## config.mk

```make
export PLATFORM = sky130hd
export DESIGN_NAME = uart_tx_arbiter_flat
export DESIGN_NICKNAME = d
export VERILOG_FILES = /design/src/rtl/uart_tx_arbiter_if.sv /design/src/rtl/uart_tx_arbiter.sv /design/src/flat_wrapper.sv
export SDC_FILE = /design/constraint.sdc
export NUM_CORES = 1
export LEC_CHECK = 0
export BUFFER_PORTS_ARGS = -buffer_cell sky130_fd_sc_hd__buf_2
export CORE_UTILIZATION = 33
export CTS_CLUSTER_SIZE = 16
export DETAILED_ROUTE_END_ITERATION = 10
export GPL_TIMING_DRIVEN = 0
export MAX_ROUTING_LAYER = met4
export PLACE_DENSITY = 0.83
export SLEW_MARGIN = 10
export SYNTH_ARGS = -nofsm -noshare
export SYNTH_HDL_FRONTEND = slang
export SYNTH_SLANG_ARGS = --single-unit
```

## constraint.sdc

```tcl
create_clock -name clock -period 1.4 [get_ports clock]
set_input_delay 0.14 -clock clock [delete_from_list [all_inputs] [get_ports clock]]
set_output_delay 0.14 -clock clock [all_outputs]
set_load 0.05 [all_outputs]
```

## src/rtl/uart_tx_arbiter_if.sv

```systemverilog
// Signal bundle between N string sources, the shared UART transmitter and the
// round-robin arbiter that hands the transmitter to one source at a time.
interface uart_tx_arbiter_if #(
  parameter int N_CH   = 4,
  parameter int IDX_W  = 2,
  parameter int DATA_W = 8
);
  // Handshake: req[i] is held high for a whole string. While channel i owns
  // the transmitter, ch_tx_ready[i] marks a valid byte on its ch_tx_data slot;
  // the byte is in flight from the edge that sees tx_ready high until the
  // UART pulses tx_done, which is returned only on ch_tx_done[owner].
  logic [N_CH-1:0]        req;
  logic [N_CH*DATA_W-1:0] ch_tx_data;
  logic [N_CH-1:0]        ch_tx_ready;
  logic [N_CH-1:0]        ch_tx_done;
  logic [DATA_W-1:0]      tx_data;
  logic                   tx_ready;
  logic                   tx_done;
  logic [N_CH-1:0]        grant;
  logic                   grant_valid;
  logic [IDX_W-1:0]       grant_idx;
  logic [1:0]             dbg_state;

  modport slave (
    input  req, ch_tx_data, ch_tx_ready, tx_done,
    output ch_tx_done, tx_data, tx_ready, grant, grant_valid, grant_idx, dbg_state
  );

  modport master (
    output req, ch_tx_data, ch_tx_ready, tx_done,
    input  ch_tx_done, tx_data, tx_ready, grant, grant_valid, grant_idx, dbg_state
  );
endinterface

```

## src/rtl/uart_tx_arbiter.sv

```systemverilog
// Round-robin owner of one UART transmitter among N_CH string sources; the
// grant is held for a whole string and an in-flight byte drains before release.
module uart_tx_arbiter #(
  parameter int N_CH   = 4,
  parameter int IDX_W  = 2,
  parameter int DATA_W = 8
) (
  input logic             clock,
  input logic             reset,
  uart_tx_arbiter_if.slave bus
);

  typedef enum logic [1:0] {
    IDLE  = 2'd0,
    GRANT = 2'd1,
    DRAIN = 2'd2
  } state_t;

  state_t            state, state_nxt;
  logic [IDX_W-1:0]  g_idx, g_idx_nxt;
  logic [IDX_W-1:0]  last_idx, last_idx_nxt;
  logic [IDX_W-1:0]  sel_idx;
  logic              busy, busy_nxt;
  logic              found;
  logic              own_req;
  logic              sel_ready;
  logic [DATA_W-1:0] sel_data;
  logic              owned;

  // Owner-side view of the channel buses, selected by the registered index.
  always_comb begin
    sel_data  = '0;
    sel_ready = 1'b0;
    own_req   = 1'b0;
    for (int i = 0; i < N_CH; i++) begin
      if (IDX_W'(i) == g_idx) begin
        sel_data  = bus.ch_tx_data[i*DATA_W +: DATA_W];
        sel_ready = bus.ch_tx_ready[i];
        own_req   = bus.req[i];
      end
    end
  end

  // First requester strictly after the previous owner, wrapping modulo N_CH.
  always_comb begin
    found   = 1'b0;
    sel_idx = '0;
    for (int off = 1; off <= N_CH; off++) begin
      for (int i = 0; i < N_CH; i++) begin
        if (!found && bus.req[i] && (i == (int'(last_idx) + off) % N_CH)) begin
          found   = 1'b1;
          sel_idx = IDX_W'(i);
        end
      end
    end
  end

  always_ff @(posedge clock) begin
    if (reset) begin
      state    <= IDLE;
      g_idx    <= '0;
      last_idx <= IDX_W'(N_CH - 1);
      busy     <= 1'b0;
    end else begin
      state    <= state_nxt;
      g_idx    <= g_idx_nxt;
      last_idx <= last_idx_nxt;
      busy     <= busy_nxt;
    end
  end

  always_comb begin
    state_nxt    = state;
    g_idx_nxt    = g_idx;
    last_idx_nxt = last_idx;
    busy_nxt     = busy;
    case (state)
      IDLE: begin
        busy_nxt = 1'b0;
        if (found) begin
          g_idx_nxt    = sel_idx;
          last_idx_nxt = sel_idx;
          state_nxt    = GRANT;
        end
      end
      GRANT: begin
        // tx_done wins over a new tx_ready on the same edge.
        if (bus.tx_done)    busy_nxt = 1'b0;
        else if (sel_ready) busy_nxt = 1'b1;
        if (!own_req) state_nxt = busy_nxt ? DRAIN : IDLE;
      end
      DRAIN: begin
        if (bus.tx_done) begin
          busy_nxt  = 1'b0;
          state_nxt = IDLE;
        end
      end
      default: begin
        state_nxt = IDLE;
        busy_nxt  = 1'b0;
      end
    endcase
  end

  assign owned = (state != IDLE) && !reset;

  always_comb begin
    bus.tx_data     = owned ? sel_data : '0;
    bus.tx_ready    = (state == GRANT) && !reset && sel_ready;
    bus.grant_valid = (state != IDLE);
    bus.grant_idx   = g_idx;
    bus.dbg_state   = state;
    bus.ch_tx_done  = '0;
    bus.grant       = '0;
    for (int i = 0; i < N_CH; i++) begin
      bus.ch_tx_done[i] = owned && bus.tx_done && (IDX_W'(i) == g_idx);
      bus.grant[i]      = (state != IDLE) && (IDX_W'(i) == g_idx);
    end
  end

endmodule

```

## src/flat_wrapper.sv

```systemverilog
// flat-port wrapper written by rule: the top's interface ports become plain ports
module uart_tx_arbiter_flat 
#(
  parameter int N_CH   = 4,
  parameter int IDX_W  = 2,
  parameter int DATA_W = 8
)
  (clock, reset, bus_req, bus_ch_tx_data, bus_ch_tx_ready, bus_tx_done, bus_ch_tx_done, bus_tx_data, bus_tx_ready, bus_grant, bus_grant_valid, bus_grant_idx, bus_dbg_state);
  uart_tx_arbiter_if #(.N_CH(N_CH), .IDX_W(IDX_W), .DATA_W(DATA_W)) bus_i ();
  input logic clock;
  input logic reset;
  input wire logic [$bits(bus_i.req)-1:0] bus_req;
  input wire logic [$bits(bus_i.ch_tx_data)-1:0] bus_ch_tx_data;
  input wire logic [$bits(bus_i.ch_tx_ready)-1:0] bus_ch_tx_ready;
  input wire logic [$bits(bus_i.tx_done)-1:0] bus_tx_done;
  output wire logic [$bits(bus_i.ch_tx_done)-1:0] bus_ch_tx_done;
  output wire logic [$bits(bus_i.tx_data)-1:0] bus_tx_data;
  output wire logic [$bits(bus_i.tx_ready)-1:0] bus_tx_ready;
  output wire logic [$bits(bus_i.grant)-1:0] bus_grant;
  output wire logic [$bits(bus_i.grant_valid)-1:0] bus_grant_valid;
  output wire logic [$bits(bus_i.grant_idx)-1:0] bus_grant_idx;
  output wire logic [$bits(bus_i.dbg_state)-1:0] bus_dbg_state;
  assign bus_i.req = bus_req;
  assign bus_i.ch_tx_data = bus_ch_tx_data;
  assign bus_i.ch_tx_ready = bus_ch_tx_ready;
  assign bus_i.tx_done = bus_tx_done;
  assign bus_ch_tx_done = bus_i.ch_tx_done;
  assign bus_tx_data = bus_i.tx_data;
  assign bus_tx_ready = bus_i.tx_ready;
  assign bus_grant = bus_i.grant;
  assign bus_grant_valid = bus_i.grant_valid;
  assign bus_grant_idx = bus_i.grant_idx;
  assign bus_dbg_state = bus_i.dbg_state;
  uart_tx_arbiter #(.N_CH(N_CH), .IDX_W(IDX_W), .DATA_W(DATA_W)) u_core (.clock(clock), .reset(reset), .bus(bus_i));
endmodule
```

### After elaboration in Yosys (flattened, before gate mapping)

Cells that the tools add are included.

* add/sub/neg operators: 4
* multiplexer cells: 54
* bitwise operators: 4
* reduce and logical (&&, ||, !) cells: 72
* equal/unequal tests: 20

Operators with widths (count)
* $logic_not 32->1: 4
* $logic_and 1x1->1: 43
* $mux 8: 5
* $mux 2: 18
* $mux 1: 29
* $eq 3x3->1 const A: 8
* $logic_not 1->1: 16
* $eq 2x3->1 const A: 4
* $reduce_or 2->1: 4
* $pmux 2 s3: 1
* $add 2x1->2 const B: 2
* $add 2x2->2 const B: 2
* $and 1x1->1 const A: 4
* $eq 2x2->1 const A: 2
* $logic_not 2->1: 2
* $ne 2x2->1 const B: 2
* $reduce_and 3->1: 1
* $eq 1x2->1 const A: 1
* $eq 2x1->1 const B: 1
* $eq 2x2->1 const B: 1
* $ne 2x1->1 const B: 1
* $pmux 1 s2: 1
* $reduce_and 2->1: 1
* $reduce_bool 2->1: 1

* bits of input ports: 43
* flip-flop bits (word level): 7

### Longest topological paths before layout

Gate-level depths: netlist (run 1).

* depth after elaboration: 68
* gate-level depth with buffers: 6
* gate-level depth less buffers: 4

### Worst setup path after synthesis (run 1)

OpenSTA, ideal clock, no wires.

* kind: flip-flop to output port
* start point: reg u_core.g_idx[0] (netlist: u_core.bus.grant_idx[0])
* end point: out bus_tx_ready
* cell stages (with the launch flop): 6
* data required time: 1.260 ns
* arrival: 2.392 ns
* slack: -1.132 ns
* path through: dfxtp_1 -> buf_6 -> buf_6 -> mux2_2 -> nor2_1 -> a211oi_1

* word-level cells in the longest chain between the ends: 6

Ends and longest elaborated chain
* start, declared: line uart_tx_arbiter.sv:20 `logic [IDX_W-1:0] g_idx, g_idx_nxt;`
* start signal, assigned: line uart_tx_arbiter.sv:66 `g_idx <= g_idx_nxt;`
* $logic_not 2->1: line uart_tx_arbiter.sv:36 `if (IDX_W'(i) == g_idx) begin`
* $mux 1 (3 in a row): line uart_tx_arbiter.sv:36
* $mux 1 (*): line uart_tx_arbiter.sv:36
* $logic_and 1x1->1 (*): line uart_tx_arbiter.sv:109 `bus.tx_ready = (state == GRANT) && !reset && sel_ready;`
* end, declared: line flat_wrapper.sv:18 `output wire logic [$bits(bus_i.tx_ready)-1:0] bus_tx_ready;`

Mark *: on every way between the ends. The rest lies on a longest branch, timed or not.

### Worst setup path after layout (run 1)

* start point: reg u_core.g_idx[0] (netlist: u_core.bus.grant_idx[0])
* end point: out bus_tx_data[1]

* word-level cells in the longest chain between the ends: 6

Ends and longest elaborated chain
* $logic_not 2->1: line uart_tx_arbiter.sv:36
* $mux 8 (3 in a row): line uart_tx_arbiter.sv:36
* $mux 8 (*): line uart_tx_arbiter.sv:36
* $mux 8 (*): line uart_tx_arbiter.sv:108 `bus.tx_data = owned ? sel_data : '0;`
* end, declared: line flat_wrapper.sv:17 `output wire logic [$bits(bus_i.tx_data)-1:0] bus_tx_data;`

Marked as above.

==> results of run 1 <==
## worst paths after layout
check	slack [ps]	cells after the start	end	from
worst min-delay path	180	2	u_core.bus.dbg_state[0]	reset
worst max-delay path	-360	5	bus_tx_data[1]	u_core.bus.grant_idx[0]
worst max register to register	-200	7	u_core.bus.dbg_state[1]	u_core.bus.grant_idx[0]
worst min register to register	480	1	u_core.bus.dbg_state[0]	u_core.bus.dbg_state[1]
## cell type report
type	count	area, um^2	area share
Tap cell	27	33.8	0.0210
Timing Repair Buffer	75	609	0.378
Clock buffer	4	26.3	0.0163
Inverter	4	18.8	0.0117
Multi-Input combinational cell	65	717	0.445
Sequential cell	7	155	0.0963
Buffer	3	50.0	0.0311
## placed cells by master, fill, tap and decap left out
cell type	instances
buf_6	9
dfxtp_4	4
nor4b_1	1
o32a_1	1
o21bai_1	3
a21oi_2	1
clkbuf_1	1
nand2_4	2
inv_1	3
o31ai_4	1
mux4_2	9
and2_4	8
a311oi_2	1
dfxtp_1	3
nor4_2	1
mux2_4	1
a211oi_4	1
clkinvlp_4	1
nor3_4	2
buf_4	5
nor2_1	6
nor4_1	1
nand2_1	3
nor3_1	5
a21oi_1	2
or3b_1	1
buf_2	46
clkbuf_4	3
mux2i_1	1
nand2b_4	2
o21ai_0	2
nor2_4	9
mux2i_4	1
buf_8	14
buf_12	4
## sequential cells by signal, indices dropped and copies added (netlist names)
| signal | count |
|---|---|
| u_core.busy | 1 |
| u_core.bus.dbg_state | 2 |
| u_core.bus.grant_idx | 2 |
| u_core.last_idx | 2 |
## per-layer routing
metal  GRT usage  wire (um)  vias to the layer above
met2       0.424       1520                       46
li1            -          -                      458
met3      0.0333        166                        4
met1       0.270       1020                      442
met5           -          0                        -
met4      0.0667         18                        0
## timing repair
item | 4_1_cts | 5_1_grt
endpoints found under the hold margin | 0 | 0
cloned | 2 | 0
setup endpoints to repair | 20 | 21
gates resized for setup | 56 | 17
pin swaps | 9 | 11
setup buffers | 8 | 3
## power by group
| part | internal [W] | total, W | leakage [nW] | switching [W] |
|---|---|---|---|---|
| Sequential | 0.000225 | 0.000272 | 0.0604 | 0.0000465 |
| Combinational | 0.000452 | 0.000923 | 0.631 | 0.000472 |
| Clock | 0.000109 | 0.000183 | 0.0150 | 0.0000746 |
## stage by stage
step	setup slack, ps	utilization	TNS (ps)	cell area [um^2]	power, W
finish	-361	0.813	-3340	1610	0.00138
global route	-420	0.813	-4340	1610	0.00145
CTS	-395	0.797	-4020	1580	0.00137
detailed placement	-229	0.610	-1290	1210	0.000927
global placement	-223	0.610	-1150	1210	0.000914
floorplan	-180	-	-1690	855	0.000775
## kinds of logic (layout without fill, tap and decap cells)
family          Yosys count  after routing  synth area share
mux                      12             12             0.332
compound gates           12             12             0.115
flops                     7              7             0.199
buf+inv                   8             86            0.0674
simple gates             41             41             0.287
==> results.json, run 1 <==
{
  "clk_latency_ps": 250,
  "n_fill_cell": 134,
  "wl_per_cell_um": 14.8,
  "io_buffers": 64,
  "yosysTopAreaCell": "mux4_2",
  "ys_warn_count": 0,
  "area_delta_synth_final_pct": 128,
  "io_pins": 65,
  "vias_per_cell": 5.14,
  "crit_path_start_kind": "register",
  "power_density_nw_per_um2": 856,
  "critPathTopFamily": "multiplexers",
  "drt_iter0_drc": 10,
  "holdBufCountCts": 0,
  "ys_types": 22,
  "antenna_found_initial": 0,
  "dieWidth_um": 48.2,
  "cts_sinks": 7,
  "synthTopCellsByArea": "mux4_2, dfxtp_1, nor2_1",
  "core-area_um2": 1980,
  "post-route-min-period_ps": 1760,
  "grt_pass1_wl_mm": 3.69,
  "synth_commonest_cells": "nor2_1, mux4_2, and2_1, dfxtp_1, nor3_1",
  "drive_gt1_frac": 0.791,
  "slew_violations": 0,
  "n_antenna_cell": 0,
  "ys_ff_latch": 7,
  "place_congestion": 0.748,
  "ant_nets": 0,
  "cts_buffers": 3,
  "initial_core_util": 0.356,
  "ys.flop_type": "dfxtp_1",
  "routed_wl_mm": 2.73,
  "holdWs_ps": 181,
  "fin_skew_ps": 5.26,
  "cpPeakStageDelay_ps": 480,
  "syn_area_per_cell_um2": 8.82,
  "crit_fanout": 5,
  "cp.arrival_ps": 1620,
  "clockBufferDepth": 2,
  "grt_max_degree": 12,
  "endpoint_kind": "primary output",
  "yosysMostFrequentCell": "nor2_1",
  "final_hold_viol_count": 0,
  "row_count": 16,
  "drt_first_pass_iters": 4,
  "crit_buf_inv": 3,
  "cts_max_level": 1,
  "synth-edff-count": 0,
  "status": "complete, but fails checks",
  "route.detailed.drc": 0,
  "netlist_area_um2": 706,
  "power.leakage_nw": 0.706,
  "synth-seq-area-share": 0.199,
  "grt_setup_unrepaired": "yes",
  "track_usage": 0.236,
  "setup_viol": 19,
  "maxCapViolations": 0,
  "syn-num-nets": 123,
  "required_ps": 1260,
  "grt_overflow": 0,
  "criticalPathCategory": "reg -> out",
  "async_flop_share": 0,
  "chipHeight_um": 48.2,
  "cts.reportedPaths.clkPinSlew_ps": 50,
  "final_nets": 202,
  "violations": "setup timing",
  "crit_top_cell": "buf_8",
  "grt_pass1_vias": 874,
  "yosysTopAreaCellShare": 0.287,
  "min_period_over_period": 1.26,
  "cp_slowest_cell": "mux4_2",
  "vdd_drop_max_v": 0.000720,
  "worst_pin_slew_ps": 518,
  "crit_chain": "buf_12 > buf_8 > mux4_2 > and2_4 > buf_8",
  "vias": 950,
  "cts_tree": "done",
  "clockRootBuffer": "clkbuf_4",
  "fmax_mhz": 568,
  "die_area_um2": 2330,
  "max-slew-margin-rel": 0.650,
  "stdcell_count": 185,
  "layout_setup_ws_ps": -361,
  "holdCritPathClass": "in -> reg",
  "netlist_instances": 80,
  "dp_cells": 171,
  "dpl.hpwl_mm": 1.71
}
Note: power is estimated with default switching activity, not from simulation.
==> run 2: changes to the inputs <==
PLACE_DENSITY = 0.8   (was 0.83)
clock period = 2.02 ns   (was 1.4 ns; I/O delays follow)
==> results.json, run 2 (same netlist as run 1, synthesis figures left out) <==
{
  "track_usage": 0.168,
  "dpl.hpwl_mm": 1.68,
  "cp.arrival_ps": 1740,
  "power_density_nw_per_um2": 639,
  "cp_slowest_cell": "mux4_2",
  "io_buffers": 64,
  "slew_violations": 0,
  "crit_top_cell": "buf_6",
  "grt_max_degree": 11,
  "power.leakage_nw": 0.586,
  "fin_skew_ps": 3.95,
  "endpoint_kind": "primary output",
  "initial_core_util": 0.356,
  "chipHeight_um": 48.2,
  "fmax_mhz": 515,
  "final_hold_viol_count": 0,
  "drt_iter0_drc": 6,
  "clockBufferDepth": 2,
  "topRoutingLayerUsed": "met4",
  "drive_gt1_frac": 0.579,
  "combPwrFrac": 0.586,
  "place_congestion": 0.701,
  "crit_path_start_kind": "register",
  "antenna_found_initial": 0,
  "routed-wl-met3_um": 217,
  "cts.reportedPaths.clkPinSlew_ps": 50,
  "maxCapViolations": 0,
  "clkPwrFrac": 0.178,
  "core-area_um2": 1980,
  "final_nets": 196,
  "cts_sinks": 7,
  "ant_nets": 0,
  "n_antenna_cell": 0,
  "final_cell_mix": "buf_2, nor2_1, mux4_2",
  "row_count": 16,
  "status": "completed",
  "min_period_over_period": 0.962,
  "grt_pass1_vias": 651,
  "io_pins": 65,
  "setup_viol": 0,
  "p_int_w": 0.000402,
  "die_area_um2": 2330,
  "cts_max_level": 1,
  "p_sw_w": 0.000322,
  "post-route-min-period_ps": 1940,
  "stdcell_count": 179,
  "dieWidth_um": 48.2,
  "required_ps": 1820,
  "wirelength_met1_um": 826,
  "vias": 887,
  "max-slew-margin-rel": 0.642,
  "vias_per_cell": 4.96,
  "cts_buffers": 3,
  "pwr-share-seq": 0.236,
  "holdCritPathClass": "in -> reg",
  "vdd_drop_max_v": 0.000448,
  "wl_met2_um": 989,
  "grt_pass1_wl_mm": 2.57,
  "crit_fanout": 10,
  "power.share.switching": 0.444,
  "setup_tns_ps": 0,
  "n_fill_cell": 176,
  "layout_commonest_cell": "buf_2",
  "clk_latency_ps": 260,
  "route.detailed.drc": 0,
  "cts_tree": "done",
  "routed_wl_mm": 2.04,
  "dp_cells": 171,
  "clockRootBuffer": "clkbuf_4",
  "worst_pin_slew_ps": 534,
  "grt_overflow": 0,
  "cpPeakStageDelay_ps": 490,
  "grt_setup_unrepaired": "no",
  "wl_per_cell_um": 11.4,
  "total_power_w": 0.000724,
  "ff2ff_setup_slack_ps": 430,
  "drt_first_pass_iters": 4,
  "criticalPathCategory": "reg -> out",
  "area_delta_synth_final_pct": 60.6,
  "fin_util": 0.572,
  "crit_chain": "buf_6 > buf_6 > mux4_2 > and2_1 > buf_2"
}
## run 2: cell count changes in the layout (fill, tap and decap cells not counted), sizes merged
cell	previous run	this run
inv	3	4
clkinvlp	1	0
buf	78	72
## run 2: critical path, delay by kind of cell, from the launching register on
family                 cells  cell delay, ps
AND/OR/NAND/NOR            1             170
multiplexers               1             490
flip-flops                 1             340
buffers and inverters      3             480
## run 2: layout make-up
class	instances	area [um^2]	area share
Timing Repair Buffer	68	350	0.309
Buffer	4	32.5	0.0287
Clock buffer	4	26.3	0.0232
Tap cell	27	33.8	0.0298
Sequential cell	7	140	0.124
Inverter	4	15.0	0.0132
Multi-Input combinational cell	65	536	0.472
## run 2: what timing repair did
item,CTS,global route
gates resized for setup,1,1
endpoints found under the setup margin,4,6
setup buffers,0,4
hold buffers,0,0
## run 2: metrics by stage
step           cell area, um^2  worst slack, ps  hold slack (ps)
2_1_floorplan              716             -195              279
3_3_place_gp              1070              257              447
3_5_place_dp              1070              209              463
4_1_cts                   1100             3.36              230
5_1_grt                   1130             1.64              257
6_report                  1130             77.3              249
## run 2: routing by layer
metal,global-route usage,vias up
met4,0.0500,0
met3,0.0667,2
met1,0.166,402
met2,0.299,43
li1,-,440
met5,-,-
## run 2: worst paths after layout
check,from,end,cells past startpoint
worst min-delay path,reset,u_core.bus.grant_idx[0],2
worst max-delay path,u_core.bus.grant_idx[0],bus_tx_data[1],5
worst max register to register,u_core.bus.dbg_state[0],u_core.last_idx[0],4
worst min register to register,u_core.busy,u_core.busy,2
## run 2: power by group through the flow
| stage | Sequential [W] | Clock (W) | Combinational (W) |
|---|---|---|---|
| final | 0.000171 | 0.000129 | 0.000424 |
| after global routing | 0.000173 | 0.000144 | 0.000459 |
| after CTS | 0.000171 | 0.000131 | 0.000409 |
| after detailed placement | 0.000174 | 0 | 0.000408 |
| after global placement | 0.000172 | 0 | 0.000400 |
| after floorplan | 0.000202 | 0 | 0.000273 |
